## src/rtl/alu_shift_pkg.sv

```systemverilog
// alu_shift_pkg: shared definitions for the ALU shift/rotate register.
//   - OP_* : 3-bit operation codes carried on shift_reg_unit.op
//   - state_e : controller FSM states
//   - cell_sel_e : per-bit source select for shift_cell
//   - is_shift_op() : true for the ops that take the multi-cycle shift path
package alu_shift_pkg;

   localparam logic [2:0] OP_LOAD = 3'd0;
   localparam logic [2:0] OP_SHL  = 3'd1;
   localparam logic [2:0] OP_SHR  = 3'd2;
   localparam logic [2:0] OP_ASR  = 3'd3;
   localparam logic [2:0] OP_ROL  = 3'd4;
   localparam logic [2:0] OP_ROR  = 3'd5;
   localparam logic [2:0] OP_CLR  = 3'd6;
   localparam logic [2:0] OP_NOP  = 3'd7;

   typedef enum logic [1:0] {
      S_IDLE = 2'd0,
      S_RUN  = 2'd1,
      S_FIN  = 2'd2
   } state_e;

   // LEFT is the higher-index neighbour, RIGHT the lower-index neighbour.
   typedef enum logic [2:0] {
      CELL_HOLD  = 3'd0,
      CELL_LOAD  = 3'd1,
      CELL_LEFT  = 3'd2,
      CELL_RIGHT = 3'd3,
      CELL_ZERO  = 3'd4
   } cell_sel_e;

   function automatic logic is_shift_op(input logic [2:0] op);
      logic r;
      r = 1'b0;
      case (op)
         OP_SHL, OP_SHR, OP_ASR, OP_ROL, OP_ROR: r = 1'b1;
         default:                                r = 1'b0;
      endcase
      return r;
   endfunction

endpackage

```

## src/rtl/shift_cell.sv

```systemverilog
// shift_cell: one bit of the shift register, a 5-way source mux feeding a flip-flop.
// Ports:
//   clk, rst  : clock (rising edge), asynchronous active-high reset to 0
//   i_sel     : source select (hold, parallel in, left/right neighbour, zero)
//   i_pin     : parallel-load data bit
//   i_left    : higher-index neighbour (or boundary source at the MSB)
//   i_right   : lower-index neighbour (or boundary source at bit 0)
//   o_q       : stored bit
module shift_cell
   import alu_shift_pkg::*;
(
   input  logic      clk,
   input  logic      rst,
   input  cell_sel_e i_sel,
   input  logic      i_pin,
   input  logic      i_left,
   input  logic      i_right,
   output logic      o_q
);

   logic r_q;

   always_ff @(posedge clk or posedge rst) begin
      if (rst) begin
         r_q <= 1'b0;
      end else begin
         unique case (i_sel)
            CELL_HOLD:  r_q <= r_q;
            CELL_LOAD:  r_q <= i_pin;
            CELL_LEFT:  r_q <= i_left;
            CELL_RIGHT: r_q <= i_right;
            CELL_ZERO:  r_q <= 1'b0;
            default:    r_q <= r_q;
         endcase
      end
   end

   assign o_q = r_q;

endmodule

```

## src/rtl/shift_reg_unit.sv

```systemverilog
// shift_reg_unit: WIDTH-bit load/clear/shift/rotate register, one bit position per clock,
// sequenced by a start/busy/done handshake. WIDTH must be at least 2.
// Ports:
//   clk, rst : clock (rising edge), asynchronous active-high reset
//   start    : operation request, only sampled while idle
//   op       : operation code (alu_shift_pkg OP_*), captured with start
//   shamt    : shift count, captured with start
//   din      : operand, captured with start
//   sin      : serial input for SHL/SHR, sampled on every shift cycle
//   q        : register contents
//   cout     : last bit shifted or rotated out
//   busy     : high while an operation is in progress (RUN or FIN)
//   done     : one-cycle completion pulse (FIN)
module shift_reg_unit
   import alu_shift_pkg::*;
#(
   parameter  int unsigned WIDTH = 8,
   localparam int unsigned SHW   = $clog2(WIDTH)
) (
   input  logic             clk,
   input  logic             rst,
   input  logic             start,
   input  logic [2:0]       op,
   input  logic [SHW-1:0]   shamt,
   input  logic [WIDTH-1:0] din,
   input  logic             sin,
   output logic [WIDTH-1:0] q,
   output logic             cout,
   output logic             busy,
   output logic             done
);

   state_e           r_state;
   logic [2:0]       r_op;
   logic [SHW-1:0]   r_cnt;
   logic             r_cout;

   logic [WIDTH-1:0] w_q;
   logic [WIDTH-1:0] w_left_nb;
   logic [WIDTH-1:0] w_right_nb;
   cell_sel_e        w_sel;
   logic             w_dir_left;
   logic             w_lsb_in;
   logic             w_msb_in;

   // Left-moving ops take data from the lower neighbour; the rest move right.
   assign w_dir_left = (r_op == OP_SHL) || (r_op == OP_ROL);

   // Boundary sources: bit 0 is fed on left moves, the MSB on right moves.
   always_comb begin
      w_lsb_in = w_q[WIDTH-1];
      if (r_op == OP_SHL) begin
         w_lsb_in = sin;
      end
      w_msb_in = w_q[WIDTH-1];
      unique case (r_op)
         OP_SHR:  w_msb_in = sin;
         OP_ROR:  w_msb_in = w_q[0];
         default: w_msb_in = w_q[WIDTH-1];
      endcase
   end

   assign w_left_nb  = {w_msb_in, w_q[WIDTH-1:1]};
   assign w_right_nb = {w_q[WIDTH-2:0], w_lsb_in};

   // One select drives every cell; the whole word moves together.
   always_comb begin
      w_sel = CELL_HOLD;
      unique case (r_state)
         S_IDLE: begin
            if (start) begin
               unique case (op)
                  OP_NOP:  w_sel = CELL_HOLD;
                  OP_CLR:  w_sel = CELL_ZERO;
                  default: w_sel = CELL_LOAD;
               endcase
            end
         end
         S_RUN:   w_sel = w_dir_left ? CELL_RIGHT : CELL_LEFT;
         S_FIN:   w_sel = CELL_HOLD;
         default: w_sel = CELL_HOLD;
      endcase
   end

   for (genvar i = 0; i < WIDTH; i++) begin : g_cell
      shift_cell u_cell (
         .clk     (clk),
         .rst     (rst),
         .i_sel   (w_sel),
         .i_pin   (din[i]),
         .i_left  (w_left_nb[i]),
         .i_right (w_right_nb[i]),
         .o_q     (w_q[i])
      );
   end

   always_ff @(posedge clk or posedge rst) begin
      if (rst) begin
         r_state <= S_IDLE;
         r_op    <= OP_NOP;
         r_cnt   <= '0;
         r_cout  <= 1'b0;
      end else begin
         unique case (r_state)
            S_IDLE: begin
               if (start) begin
                  r_op   <= op;
                  r_cout <= 1'b0;
                  if (is_shift_op(op) && (shamt != '0)) begin
                     r_cnt   <= shamt;
                     r_state <= S_RUN;
                  end else begin
                     r_state <= S_FIN;
                  end
               end
            end
            S_RUN: begin
               // Outgoing bit is the one leaving the word; for rotates it is also the wrapped bit.
               r_cout <= w_dir_left ? w_q[WIDTH-1] : w_q[0];
               r_cnt  <= r_cnt - SHW'(1);
               if (r_cnt == SHW'(1)) begin
                  r_state <= S_FIN;
               end
            end
            S_FIN:   r_state <= S_IDLE;
            default: r_state <= S_IDLE;
         endcase
      end
   end

   assign q    = w_q;
   assign cout = r_cout;
   assign busy = (r_state != S_IDLE);
   assign done = (r_state == S_FIN);

endmodule

```

## config.mk

```make
export PLATFORM = sky130hd
export DESIGN_NAME = shift_reg_unit
export DESIGN_NICKNAME = d
export VERILOG_FILES = /design/src/rtl/alu_shift_pkg.sv /design/src/rtl/shift_cell.sv /design/src/rtl/shift_reg_unit.sv
export SDC_FILE = /design/constraint.sdc
export NUM_CORES = 1
export LEC_CHECK = 0
export CAP_MARGIN = 20
export CORE_MARGIN = 2
export CORE_UTILIZATION = 35
export DETAILED_ROUTE_END_ITERATION = 10
export GPL_ROUTABILITY_DRIVEN = 0
export PLACE_DENSITY = 0.59
export SLEW_MARGIN = 30
export SYNTH_ARGS = -nofsm -noshare
export SYNTH_HDL_FRONTEND = slang
export SYNTH_HIERARCHICAL = 1
export SYNTH_SLANG_ARGS = --single-unit
```

## constraint.sdc

```tcl
create_clock -name clk -period 6.3 [get_ports clk]
set_input_delay 0.63 -clock clk [delete_from_list [all_inputs] [get_ports clk]]
set_output_delay 0.63 -clock clk [all_outputs]
set_load 0.005 [all_outputs]
```

==> results of run 1 <==
## stage by stage
| stage | cell area, um^2 | std cells | power (uW) | hold WS (ps) |
|---|---|---|---|---|
| final | 1660 | 218 | 743 | 565 |
| after global placement | 1630 | 214 | 681 | 534 |
| after floorplan | 1280 | 139 | 539 | 359 |
| after detailed placement | 1630 | 214 | 695 | 555 |
| after CTS | 1660 | 218 | 753 | 570 |
| after global routing | 1660 | 218 | 822 | 586 |
## critical path, cell delays in order
cell,delay [ps]
clkdlybuf4s50_1,520
or3b_1,490
nor3_2,150
buf_4,310
nor2_1,80
mux2i_1,170
o211a_1,160
## cell type report
| type | instances | area, um^2 | share of cell area [%] |
|---|---|---|---|
| tap | 46 | 57.6 | 3.47 |
| clock buffer | 4 | 26.3 | 1.58 |
| timing repair buffer | 30 | 295 | 17.8 |
| sequential | 17 | 429 | 25.9 |
| inverter | 12 | 46.3 | 2.79 |
| multi-input combinational | 109 | 805 | 48.5 |
## cell usage after synthesis, drive strengths merged (3+ instances only)
cell,n
nand2b,4
dfstp,3
nor3,5
nor2,18
mux2,4
o21bai,9
dfrtp,14
o211a,8
mux2i,16
nor2b,4
nand3b,10
inv,11
## power by group through the flow
stage	clock network (uW)	registers (uW)	logic (uW)
6_report	57.0	235	451
5_1_grt	67.6	247	507
4_1_cts	58.9	236	458
3_5_place_dp	0	238	457
3_3_place_gp	0	234	447
2_1_floorplan	0	223	316
## path summary, 6_finish.rpt
path                                   endpoint
max                        g_cell[0].u_cell/o_q
min                                    r_cnt[1]
max reg2reg                g_cell[0].u_cell/o_q
min reg2reg                            r_cnt[1]
max in group asynchronous               r_op[1]
min in group asynchronous  g_cell[2].u_cell/o_q
## registers in the layout, indices dropped and copies added (netlist names)
signal	cells
cout	1
r_cnt	3
r_op	3
r_state	2
g_cell.u_cell/o_q	8
## per-layer routing
metal	vias to the layer above	routed length (um)
met3	6	132
met1	543	1350
met5	-	0
met4	0	46
met2	35	1310
li1	582	-
## logic make-up after synthesis
logic type | after synthesis
multiplexers | 20
AND/OR/NAND/NOR | 54
XOR/XNOR | 1
buffers and inverters | 13
flip-flops | 17
AO/OA/AOI/OAI | 32
adder cells (fa/ha/maj) | 2
==> results.ini, run 1 <==
[flow_run]
maxCapViolations = 0

[logic_synthesis]
synth_fa_ha_area_share_pct = 1.96
ys_warn_count = 6
synth-xor-area-share_pct = 0.685
synthTopCellsByArea = dfrtp_1, mux2i_1, o211a_1, dfstp_2, nand3b_1
synth_top_family_by_area = simple AND/OR/NAND/NOR gates
synth_nets = 159
syn_area_per_cell_um2 = 9.20
synth_mux_area_share_pct = 16.0
syn_area_mm2 = 0.00128
yosysTopAreaCell = dfrtp_1
synth-compound-area-share_pct = 20.3
synth_top_area_share_pct = 27.4
syn_inst = 139
synth_cell_type_count = 39
yosys_register_bits = 17
seq_area_frac_synth_pct = 33.6
ys.flop_type = dfrtp_1
synthSimpleGateAreaFrac_pct = 23.6
synth_edf_count = 0
ys_async_sr_fraction_pct = 100

[timing]
max_freq_ghz = 0.438
fin_crit_ps = 2290
finalCritPeriodShare_pct = 36.3
tightest_slew_ps = 542
report.final.slew_viol_count = 0
timing.final.hold_violations = 0
worst_slack_ps = 4010
rsz0062_at_grt = false
fin_setup_tns_ps = 0
fin_skew_ps = 2.94
slew_headroom_pct = 63.8
finalSetupViolations = 0

[worst_setup_path]
endpoint_kind = flip-flop
setup.worst_path.start_class = input pin
r2r_start = r_state[1]
worstPathRequired_ps = 6530
cp-startpoint = start
r2r_cells = 6
critPathMaxFanout = 32
cp.arrival_ps = 2520
reg2reg_setup_slack_ps = 4440
crit_type = in -> reg

[clock_network]
htree_levels = 1
ctsResizeCount = 0
tritoncts = yes
cts.clk_slew.worst_paths_ps = 90
clock-root-buffer = clkbuf_4
clk_latency_ps = 280
clkSinkCount = 17
cts_hold_buf = 0
cts_setup_buffers = 0
clock_path_buffers = 2
cts_buffers = 3

[global_route]
use_met1_pct = 20.8
grt_pass1_vias = 1176
antenna_found_initial = 0
grt-busiest-layer = met2
met2_usage_pct = 25.0
grt_remaining_overflow = 0
grt_max_degree = 34
grt_first_pass_wirelength_um = 5160
grt_usage_pct = 15.3
globalRouteMet3Util_pct = 2.08

[final_layout]
final_common_cell = clkdlybuf4s50_1
most-common-layout-cells = clkdlybuf4s50_1, nor2_1, mux2i_1, dfrtp_1, inv_1
synthToLayoutAreaGrowth_pct = 29.7
final_core_util_pct = 48.6
num_antenna_cells = 0
nets = 193
n_fill_cell = 339
drive_above_1_share_pct = 8.72

[die]
fp-row-count = 21
die_area_mm2 = 0.00415
pin_count = 29
core_area_mm2 = 0.00342
die_w_um = 64.4
start_util_pct = 37.4
die_height_um = 64.4

[power]
p_clk_share_pct = 7.7
power.share.combinational_pct = 60.6
p_sw_uw = 300
p_leak_uw = 0.000726
p_per_area_mw_per_mm2 = 448
netSwitchingFraction_pct = 40.4
ir_drop_mv = 0.162
pwr-share-seq_pct = 31.7
internal_power_uw = 443

[placement]
pre_cts_ws_ps = 3730
io_buffer_count = 28
dp_hpwl_um = 2110

[drt]
num_vias = 1166
antenna_left = 0
routedWlPerCell_um = 13.0
drc = 0
via_per_inst = 5.35
drtIter0Drc = 57
wirelength_um = 2840
first_pass_iters = 4

[worst_hold_path]
hold_path_startpoint = r_cnt[1]
hold_path_class = reg -> reg
holdPathStages = 2

[run_status]
status = completed

Note: power is estimated with default switching activity, not from simulation.
==> run 2: changes to the inputs <==
==> constraint.sdc (replaced) <==
create_clock -name clk -period 2.35 [get_ports clk]
set_input_delay 0.235 -clock clk [delete_from_list [all_inputs] [get_ports clk]]
set_output_delay 0.235 -clock clk [all_outputs]
set_load 0.005 [all_outputs]
==> results.ini, run 2 (synthesis gave the netlist of run 1 again) <==
[worst_setup_path]
crit_family = simple AND/OR/NAND/NOR gates
reg2reg_setup_slack_ps = 520
cp-startpoint = r_state[1]
r2r_end = g_cell[3].u_cell/o_q
worst-path-buf-inv = 1
cp.arrival_ps = 2070
setup.worst_path.start_class = flip-flop
endpoint_kind = flip-flop
worstPathRequired_ps = 2590
crit_type = reg -> reg
critPathMaxStageDelay_ps = 510
r2r_cells = 6
path_cells = or3b_1 -> nor3_2 -> buf_12 -> nor2_1 -> mux2i_1 -> o211a_1
cp.depth = 6
r2r_start = r_state[1]
critPathMaxFanout = 32
critPathSlowestCell = or3b_1
crit_path_end = g_cell[3].u_cell/o_q

[clock_network]
tritoncts = yes
htree_levels = 1
cts_setup_buffers = 0
cts.clk_slew.worst_paths_ps = 110
clkSinkCount = 17
cts_buffers = 3
clock-root-buffer = clkbuf_4
clk_latency_ps = 290
cts_hold_buf = 0
ctsResizeCount = 0
clock_path_buffers = 2

[die]
pin_count = 29
core_area_mm2 = 0.00342
start_util_pct = 37.4
die_area_mm2 = 0.00415
die_height_um = 64.4
die_w_um = 64.4
fp-row-count = 21

[global_route]
grt_remaining_overflow = 0
grt_first_pass_wirelength_um = 4930
grt_usage_pct = 14.8
grt_max_degree = 34
antenna_found_initial = 0
grt_pass1_vias = 1089

[drt]
antenna_left = 0
drc = 0
drtIter0Drc = 98
wirelength_um = 2910
num_vias = 1161
via_per_inst = 5.30
first_pass_iters = 4
routedWlPerCell_um = 13.3

[timing]
max_freq_ghz = 0.548
finalCritPeriodShare_pct = 77.7
slew_headroom_pct = 69.0
fin_setup_tns_ps = 0
fin_skew_ps = 4.65
worst_slack_ps = 524
rsz0062_at_grt = false
whs_ps = 309
finalSetupViolations = 0
tightest_slew_ps = 461
report.final.slew_viol_count = 0
fin_crit_ps = 1830
timing.final.hold_violations = 0

[flow_run]
maxCapViolations = 0

[final_layout]
drive_above_1_share_pct = 8.67
finalNonFillerCells = 219
synthToLayoutAreaGrowth_pct = 31.2
n_fill_cell = 329
most-common-layout-cells = clkdlybuf4s50_1, nor2_1, mux2i_1, dfrtp_1, inv_1
final_common_cell = clkdlybuf4s50_1
num_antenna_cells = 0
nets = 194
largest_register_ffs = 8

[power]
p_per_area_mw_per_mm2 = 1190
ir_drop_mv = 0.427
p_leak_uw = 0.000731

[placement]
io_buffer_count = 28
dp_hpwl_um = 2070
placed_cells = 215
pre_cts_ws_ps = 236

[worst_hold_path]
hold_path_class = in -> async

[run_status]
status = completed

-- run 2: worst reg2reg max path, delay by kind of cell (launching register included) --
family,cells,cell delay [ps]
muxes,1,160
DFF,1,450
buffers and inverters,1,210
and+or+nand+nor,3,810
AOI/OAI and AO/OA,1,150
-- run 2: metrics by stage --
step | utilization (%) | total power [uW] | cell area, um^2
after global placement | 48.4 | 1820 | 1650
after global routing | 49.1 | 2190 | 1680
final | 49.1 | 2000 | 1680
after detailed placement | 48.4 | 1860 | 1650
after CTS | 49.1 | 2030 | 1680
after floorplan | - | 1450 | 1280
-- run 2: worst min-delay path by stage --
stage               start                   end  slack [ps]  cells after the start
global route          rst  g_cell[6].u_cell/o_q         310                      2
finish                rst  g_cell[6].u_cell/o_q         310                      2
CTS                   rst  g_cell[6].u_cell/o_q         310                      2
detailed placement   cout                  cout         510                      2
floorplan             rst  g_cell[0].u_cell/o_q         -40                      1
global placement     cout                  cout         510                      2
-- run 2: layout make-up --
| type | count | area (um^2) | area share [%] |
|---|---|---|---|
| tap | 46 | 57.6 | 3.43 |
| inverter | 12 | 45.0 | 2.68 |
| clock buffer | 4 | 26.3 | 1.57 |
| sequential | 17 | 429 | 25.6 |
| timing repair buffer | 31 | 315 | 18.8 |
| multi-input combinational | 109 | 805 | 47.9 |
-- run 2: power breakdown --
| part | switching (uW) | internal, uW | total, uW |
|---|---|---|---|
| clock | 97.3 | 66.0 | 163 |
| sequential | 170 | 461 | 630 |
| combinational | 538 | 668 | 1210 |
| total | 805 | 1200 | 2000 |
-- run 2: layer usage --
metal / GRT usage, % / share of wire [%]
met5: 0 / 0
met4: 3.99 / 0
met3: 3.65 / 5.1
met2: 25.5 / 48
met1: 18.5 / 47
==> run 3: changes to the inputs <==
==> constraint.sdc (replaced) <==
create_clock -name clk -period 1.7 [get_ports clk]
set_input_delay 0.17 -clock clk [delete_from_list [all_inputs] [get_ports clk]]
set_output_delay 0.17 -clock clk [all_outputs]
set_load 0.005 [all_outputs]
==> results.ini, run 3 (synthesis gave the netlist of run 1 again) <==
[placement]
post_dp_cell_area_mm2 = 0.00182
dp_hpwl_um = 2470
pre_cts_ws_ps = -220
io_buffer_count = 28

[drt]
routedWlPerCell_um = 14.2
wl_met2_um = 1570
drc = 0
drt-met1-wl_um = 1630
wl_met3_um = 147
highest_layer = met4
num_vias = 1253
antenna_left = 0
via_per_inst = 5.29
wirelength_um = 3370
drtIter0Drc = 85
first_pass_iters = 4

[worst_setup_path]
critPathSlowestCell = or3b_4
setup.worst_path.start_class = flip-flop
worst-path-buf-inv = 1
worstPathRequired_ps = 1930
crit_family = simple AND/OR/NAND/NOR gates
crit_type = reg -> reg
path_cells = or3b_4 -> nor3_4 -> buf_12 -> nor2_2 -> mux2i_1 -> o211a_1
critPathMaxFanout = 32
critPathMaxStageDelay_ps = 430
endpoint_kind = flip-flop
cp.arrival_ps = 1870

[worst_hold_path]
hold_path_class = in -> async

[global_route]
grt_max_degree = 33
grt_pass1_vias = 1284
antenna_found_initial = 0
grt_remaining_overflow = 0
grt_first_pass_wirelength_um = 5620
grt_usage_pct = 17.3

[clock_network]
htree_levels = 1
clkSinkCount = 17
cts_buffers = 3
tritoncts = yes
cts.clk_slew.worst_paths_ps = 110
clock-root-buffer = clkbuf_4
cts_hold_buf = 0
clock_path_buffers = 2
clk_latency_ps = 290
cts_setup_buffers = 0

[die]
die_height_um = 64.4
core_area_mm2 = 0.00342
die_area_mm2 = 0.00415
start_util_pct = 37.4
pin_count = 29
fp-row-count = 21
die_w_um = 64.4

[final_layout]
synthToLayoutAreaGrowth_pct = 47.8
drive_above_1_share_pct = 22.0
final_cell_area_mm2 = 0.00189
most-common-layout-cells = clkdlybuf4s50_1, buf_4, nor2_1, mux2i_1, dfrtp_1
nets = 212
final_core_util_pct = 55.3
multi_input_area_um2 = 838
final_common_cell = clkdlybuf4s50_1
n_fill_cell = 337
largest_register_ffs = 8
num_antenna_cells = 0
regArea_um2 = 429

[timing]
tightest_slew_ps = 388
slew_headroom_pct = 74.1
fin_skew_ps = 9.59
finalCritPeriodShare_pct = 96.4
worst_slack_ps = 61.8
max_freq_ghz = 0.610
timing.final.hold_violations = 0
whs_ps = 177
finalSetupViolations = 0
rsz0062_at_grt = true
fin_crit_ps = 1640
report.final.slew_viol_count = 0

[run_status]
status = completed

[flow_run]
maxCapViolations = 0

[power]
p_per_area_mw_per_mm2 = 1670
p_leak_uw = 0.000843
ir_drop_mv = 0.647

[run 3: where the power goes]
| group | internal, uW | switching [uW] |
|---|---|---|
| clock network | 91.1 | 131 |
| logic | 1190 | 904 |
| registers | 637 | 198 |
| total | 1920 | 1230 |
[run 3: layout make-up]
type | instances | area share, %
multi-input combinational | 109 | 44.3
inverter | 12 | 2.51
timing repair buffer | 49 | 26.0
clock buffer | 4 | 1.39
sequential | 17 | 22.7
tap | 46 | 3.04
[run 3: final timing paths]
| kind | end | cells after the start | slack [ps] | startpoint |
|---|---|---|---|---|
| worst max-delay path | g_cell[7].u_cell/o_q | 6 | 60 | r_state[1] |
| worst min-delay path | r_cnt[0] | 2 | 180 | rst |
| worst max register to register | g_cell[7].u_cell/o_q | 6 | 60 | r_state[1] |
| worst min register to register | r_cnt[0] | 1 | 530 | r_cnt[0] |
| max in group asynchronous | r_op[0] | 2 | 1200 | rst |
| min in group clk | r_cnt[0] | 1 | 530 | r_cnt[0] |
[run 3: repair_timing]
item	in CTS	in global routing
gates cloned	0	1
endpoints found under the setup margin	1	9
resized for setup	1	8
pin swaps	0	0
[run 3: per-stage QoR]
stage | setup TNS, ps | power, uW | std cells
2_1_floorplan | -2070 | 2000 | 139
3_3_place_gp | -1380 | 2730 | 232
3_5_place_dp | -1800 | 2810 | 232
4_1_cts | 0 | 3040 | 236
5_1_grt | -337 | 3440 | 237
6_report | 0 | 3150 | 237
[run 3: layer usage]
metal | up-vias | track usage, %
li1 | 616 | -
met1 | 595 | 22.0
met2 | 40 | 30.3
met3 | 2 | 2.60
met4 | 0 | 5.05
met5 | - | 0
